==> src/rtl/m_conv_feeder.sv <==
// m_conv_feeder: streams NUM_IN RAM pixels gap-free onto conv map_in/start, then zero-pads until conv drops ready.
// Optional M_CONV_FEEDER_CHKSUM_EN adds chksum, a mod-2^16 sum of the streamed pixels of the last map.
module m_conv_feeder #(
  parameter int NUM_IN  = 9216,
  parameter int ADDR_W  = 14,
  parameter int MAX_PAD = 1024
) (
  input  logic               clk_in,
  input  logic               rst_n,
  input  logic               go,
  output logic               mem_rd,
  output logic [ADDR_W-1:0]  mem_addr,
  input  logic [15:0]        mem_rdata,
  output logic signed [15:0] map_out,
  output logic               start,
  input  logic               conv_ready,
  output logic               busy,
  output logic               done,
  output logic               err
`ifdef M_CONV_FEEDER_CHKSUM_EN
  ,
  output logic [15:0]        chksum
`endif
);

  localparam int PAD_W = (MAX_PAD > 1) ? $clog2(MAX_PAD) : 1;
  localparam logic [PAD_W-1:0]  PAD_LAST  = PAD_W'(MAX_PAD - 1);
  localparam logic [ADDR_W-1:0] LAST_ADDR = ADDR_W'(NUM_IN - 1);

  typedef enum logic [2:0] {IDLE, STREAM, DRAIN, PAD, FIN} state_t;

  state_t           state;
  logic             rd_q;
  logic [PAD_W-1:0] pad_cnt;

  always_ff @(posedge clk_in) begin
    if (!rst_n) begin
      state    <= IDLE;
      rd_q     <= 1'b0;
      pad_cnt  <= '0;
      mem_rd   <= 1'b0;
      mem_addr <= '0;
      map_out  <= '0;
      start    <= 1'b0;
      busy     <= 1'b0;
      done     <= 1'b0;
      err      <= 1'b0;
`ifdef M_CONV_FEEDER_CHKSUM_EN
      chksum   <= '0;
`endif
    end else begin
      done <= 1'b0;
      rd_q <= mem_rd;
      // RAM data lands one cycle after the read; forward it straight to the conv port
      if (rd_q) begin
        map_out <= mem_rdata;
        start   <= 1'b1;
`ifdef M_CONV_FEEDER_CHKSUM_EN
        chksum  <= chksum + mem_rdata;
`endif
      end
      case (state)
        IDLE: begin
          if (go) begin
            if (conv_ready) begin
              state    <= STREAM;
              mem_rd   <= 1'b1;
              mem_addr <= '0;
              pad_cnt  <= '0;
              busy     <= 1'b1;
              err      <= 1'b0;
`ifdef M_CONV_FEEDER_CHKSUM_EN
              chksum   <= '0;
`endif
            end else begin
              err <= 1'b1;
            end
          end
        end
        STREAM: begin
          if (!conv_ready) err <= 1'b1;
          if (mem_addr == LAST_ADDR) begin
            mem_rd <= 1'b0;
            state  <= DRAIN;
          end else begin
            mem_addr <= mem_addr + 1'b1;
          end
        end
        DRAIN: begin
          if (!conv_ready) err <= 1'b1;
          state <= PAD;
        end
        PAD: begin
          map_out <= '0;
          start   <= 1'b1;
          // err can only be set here by a premature ready drop, so leave at once
          if (!conv_ready || err) begin
            state <= FIN;
          end else if (pad_cnt == PAD_LAST) begin
            err   <= 1'b1;
            state <= FIN;
          end else begin
            pad_cnt <= pad_cnt + 1'b1;
          end
        end
        FIN: begin
          map_out <= '0;
          start   <= 1'b0;
          busy    <= 1'b0;
          done    <= ~err;
          state   <= IDLE;
        end
        default: state <= IDLE;
      endcase
    end
  end

endmodule

==> config.mk <==
export PLATFORM = sky130hd
export DESIGN_NAME = m_conv_feeder
export DESIGN_NICKNAME = d
export VERILOG_FILES = /design/src/rtl/m_conv_feeder.sv
export SDC_FILE = /design/constraint.sdc
export NUM_CORES = 1
export LEC_CHECK = 0
export ABC_AREA = 1
export BUFFER_PORTS_ARGS = -buffer_cell sky130_fd_sc_hd__buf_2
export CORE_MARGIN = 10
export CORE_UTILIZATION = 40
export CTS_CLUSTER_SIZE = 10
export DETAILED_ROUTE_END_ITERATION = 16
export GPL_ROUTABILITY_DRIVEN = 0
export PLACE_DENSITY_LB_ADDON = 0.08
export SLEW_MARGIN = 20
export SYNTH_ARGS = -nofsm -noshare
export SYNTH_HDL_FRONTEND = slang
export SYNTH_SLANG_ARGS = --single-unit
export TNS_END_PERCENT = 1
==> constraint.sdc <==
create_clock -name clk_in -period 3.5 [get_ports clk_in]
set_input_delay 1.05 -clock clk_in [delete_from_list [all_inputs] [get_ports clk_in]]
set_output_delay 1.05 -clock clk_in [all_outputs]
set_load 0.02 [all_outputs]
== Word-level counts from Yosys, hierarchy flattened ==
Index checks and enable logic that the tools add are counted.
W data, S select, Z words.
Cells by class
  reductions and logical operators: 17
  equal/unequal tests: 15
  $add $sub $neg: 2
  mux-type cells: 28
  bitwise operators: 2
Operators by type and width (count)
  $mux W14: 3
  $mux W10: 4
  $pmux W14 S2: 1
  $pmux W10 S2: 1
  $ne A2 B2 Y1 const B: 8
  $mux W3: 5
  $add A14 B1 Y14 const B: 1
  $eq A14 B14 Y1 const B: 1
  $pmux W3 S4: 1
  $reduce_and A4 Y1: 3
  $add A10 B1 Y10 const B: 1
  $eq A10 B10 Y1 const B: 1
  $reduce_and A5 Y1: 2
  $mux W1: 9
  $eq A3 B2 Y1 const B: 2
  $pmux W1 S2: 3
  $reduce_bool A2 Y1: 3
  $reduce_bool A3 Y1: 2
  $eq A3 B1 Y1 const B: 1
  $eq A3 B3 Y1 const B: 1
  $logic_not A3 Y1: 1
  $ne A3 B3 Y1 const B: 1
  $pmux W1 S3: 1
  $reduce_and A3 Y1: 1
  6 further kinds: 7
Word-level totals
  output and inout bits: 35
  bits in registers: 49
  bits of input ports: 20
  logic and storage cells: 74

== Logic depth before layout (Yosys ltp) ==
  depth after elaboration: 4
  gate-level depth with buffers: 11
  depth with buffers taken out: 10

== Least setup slack after synthesis ==
OpenSTA, ideal clock, no wires.
  kind: in2reg
  start point: input port go
  end point: register pad_cnt[9]
  setup slack: 1.613 ns
  arrival: 1.771 ns
  stages on the path: 7
  cells stage by stage: nand2_1 > nand3_1 > nand2_1 > inv_2 > nand2_4 > o21ai_0 > nor2_1
On the way
  longest elaborated chain between the ends: 2
Ends and longest elaborated chain
  from (decl): RTL line 10  | input logic go,
  $ne A2 B2 Y1 (no line)
  $reduce_and A5 Y1 (no line)
  to (signal assigned): RTL line 103  | pad_cnt <= pad_cnt + 1'b1;
  to (decl): RTL line 34  | logic [PAD_W-1:0] pad_cnt;
Every way passes these cells.
A chain may end at the register's enable or synchronous reset.

==> results by group <==
Outcome
  – Status: finished clean

STA
  – Fmax: between 0.4 and 0.5 GHz
  – Final Hold Vio Count: 0
  – Clock skew: between 0.008 and 0.009 ns
  – Pins over their slew limit: 0
  – Worst slew margin: 0.652
  – Final worst path period share: 0.604
  – Final min period: about 2.1 ns
  – Final setup viols: 0
  – Worst-Margin Slew: approximately 0.52 ns
  – RSZ-0062 raised after global routing: false
  – Final setup TNS: 0 ns

Worst setup path
  – Worst path bufs/invs: 2
  – Kind of critical path: input port to flip-flop
  – Type of origin of the critical path: input port
  – CP max stage delay: roughly 0.54 ns
  – Slowest CP cell: clkinv_1
  – Worst EP required: about 3.7 ns
  – Reg2reg start: mem_addr[0]
  – CP top delay family: buffers and inverters
  – Worst Setup End Kind: flip-flop
  – Critical Path Start: rst_n
  – CP Data Arrival Time: 2.35 ns
  – Worst-path maximum fanout: 18
  – CP Cell Sequence: buf_2 -> clkinv_1 -> nor2_1 -> nand2_1 -> o21ai_1

Detailed routing
  – Met2 WL post-DR: 3010 um
  – Routed wl met3: roughly 310 um
  – Drt pass-1 iters: 4
  – Vias: roughly 2400
  – Residual DRC: 0
  – Via density: 4.88
  – DRT antenna net count: 0
  – DRT iter0 DRCs: 125
  – Wl on met1: 2950 um
  – DR top layer: met4
  – Drt total wl: between 6000 and 7000 um
  – DR WL/cell: between 10 and 15 um

Floorplan
  – I/O Pins: between 50 and 60
  – Die Area: just under 0.01 mm^2
  – Die span in x: just under 100 um
  – Row Count: 28
  – Core area: between 0.005 and 0.006 mm^2
  – Initial Util: 0.414
  – Die Ht: slightly below 100 um

Global route
  – GRT Util Overall: 0.128
  – Initial antenna violation count: 0
  – First-pass GRT wire length: between 10000 and 15000 um
  – Largest net degree at the start of global routing: 19
  – Number of global-route vias before repair: about 2200
  – Gr ovfl total: 0

Pwr
  – Switching fraction of total power: 0.342
  – Net Sw Power: roughly 500 uW
  – Clock share of power: 0.289
  – Pwr dens: ~500 mW/mm^2
  – Sequential Power Share: 0.440
  – Leak pwr: ~1.3 nW
  – Comb power frac: 0.270
  – Internal power: 954 uW
  – Worst vdd ir: ~0.3 mV

Clocking
  – Root Driver: clkbuf_8
  – Post-CTS setup buffers: 0
  – Clk buf depth: 2
  – Worst-skew pair later-pin latency: 0.30 ns
  – H-tree depth: 2
  – Clock transition at path regs: 0.09 ns
  – Cts hold-fix bufs: 0
  – CTS Sinks: 49
  – CTS tree: yes
  – Cts repair resizes: 0
  – CTS Buf Count: 5

Hold path
  – Hold Path Class: flip-flop to flip-flop
  – Hold Crit Start: map_out[11]

Finish
  – Syn-to-layout area delta: 17.4%
  – Seq. cell area: about 1000 um^2
  – Ant diodes: 0
  – Nets: roughly 440
  – Design area: roughly 0.0029 mm^2
  – Fill count: 630
  – Area occupied by multi-input gates: 0.00129 mm^2
  – Share of cells above drive strength 1: 0.226

Logic synthesis
  – Synthesized cell area: ~0.0025 mm^2
  – Part of the Yosys area used for sequential elements: 0.397
  – Top FF cell, synth: dfxtp_1
  – Seq cells post-synth: 49
  – YS warnings: 0
  – Post-synth EDFFs: 0
  – Avg Cell Area, Syn: between 6 and 7 um^2
  – Syn Inst Count: 364
  – Yosys cell types: 31
  – Syn_nets: 386
  – Fraction of registers with async set/reset: 0

Flow run
  – Max Cap Violations: 0

Placed design
  – I/O Buffers: 54
  – DPL Wire Length: 4660 um
  – Cell area after placement: between 0.002 and 0.003 mm^2
Yosys cell counts (all sizes together) (3+ instances only):
cell | n | area share
a21oi | 39 | 0.084
buf | 7 | 0.018
clkbuf | 4 | 0.0061
dfxtp | 49 | 0.40
inv | 35 | 0.053
nand2 | 119 | 0.20
nand3 | 38 | 0.083
nand4 | 4 | 0.010
nor2 | 42 | 0.070
nor3 | 3 | 0.0061
o21ai | 7 | 0.016
o21bai | 3 | 0.0091
or2 | 4 | 0.010
final cells by class:
class | count | share of cell area
clock inverter | 1 | 0.0104
timing repair buffer | 55 | 0.0959
sequential | 49 | 0.339
multi-input combinational | 268 | 0.446
tap | 75 | 0.0324
inverter | 36 | 0.0466
clock buffer | 7 | 0.0298
metrics by stage:
step	worst slack, ns	total power [mW]	std cells	hold WS [ns]	util
6_report	1.39	1.45	491	0.461	0.487
5_1_grt	1.24	1.54	491	0.485	0.487
4_1_cts	1.41	1.47	491	0.463	0.487
3_5_place_dp	1.09	1.04	483	0.448	0.467
3_3_place_gp	1.13	1.04	483	0.445	0.467
2_1_floorplan	1.61	0.949	364	0.444	-
layout by cell type, fill, tap and decap left out, types with 2 or more instances in the layout:
cell,instances
a21oi_1,36
a21oi_2,3
a31oi_1,2
buf_2,54
clkbuf_8,6
dfxtp_1,49
ha_1,2
inv_1,30
inv_2,5
nand2_1,108
nand2_2,7
nand2_4,4
nand3_1,35
nand3_2,3
nand4_1,4
nor2_1,38
nor2_2,3
nor3_1,3
o21ai_0,4
o21ai_1,2
o21bai_1,3
or2_2,4
xor2_1,2
power by group through the flow:
stage               sequential [mW]  clock (mW)  combinational (mW)
floorplan                     0.676           0               0.272
global placement              0.650           0               0.393
finish                        0.638       0.419               0.392
CTS                           0.638       0.440               0.393
detailed placement            0.650           0               0.392
global route                  0.646       0.451               0.440
tightest hold or removal path: stages (launching register included):
cell and delay, ns:
dfxtp_1 0.32, nand2_1 0.06, a21oi_1 0.05
flip-flops by register name, indices dropped and copies added (netlist names):
| register | count |
|---|---|
| busy | 1 |
| done | 1 |
| err | 1 |
| map_out | 16 |
| mem_addr | 14 |
| mem_rd | 1 |
| pad_cnt | 10 |
| rd_q | 1 |
| start | 1 |
| state | 3 |
cell families (layout without fill, tap and decap cells):
kind of cell | Yosys count | in the layout | synth area share
buffers and inverters | 47 | 99 | 0.0786
xor gates and xnor gates | 2 | 2 | 0.00710
DFF | 49 | 49 | 0.397
AOI/OAI and AO/OA | 52 | 52 | 0.121
and+or+nand+nor | 212 | 212 | 0.386
adders and majority gates | 2 | 2 | 0.0101
routing by layer:
| layer | vias up | track usage |
|---|---|---|
| li1 | 1261 | - |
| met1 | 1066 | 0.153 |
| met2 | 58 | 0.220 |
| met3 | 9 | 0.0321 |
| met4 | 0 | 0.0342 |
| met5 | - | 0 |
worst paths after layout:
kind	cells past startpoint	endpoint	slack [ns]
worst max-delay path	5	mem_addr[13]	1.39
worst min-delay path	2	map_out[11]	0.46
worst max register to register	9	mem_addr[13]	1.80
worst min register to register	2	map_out[11]	0.46
Note: power is estimated with default switching activity, not from simulation.
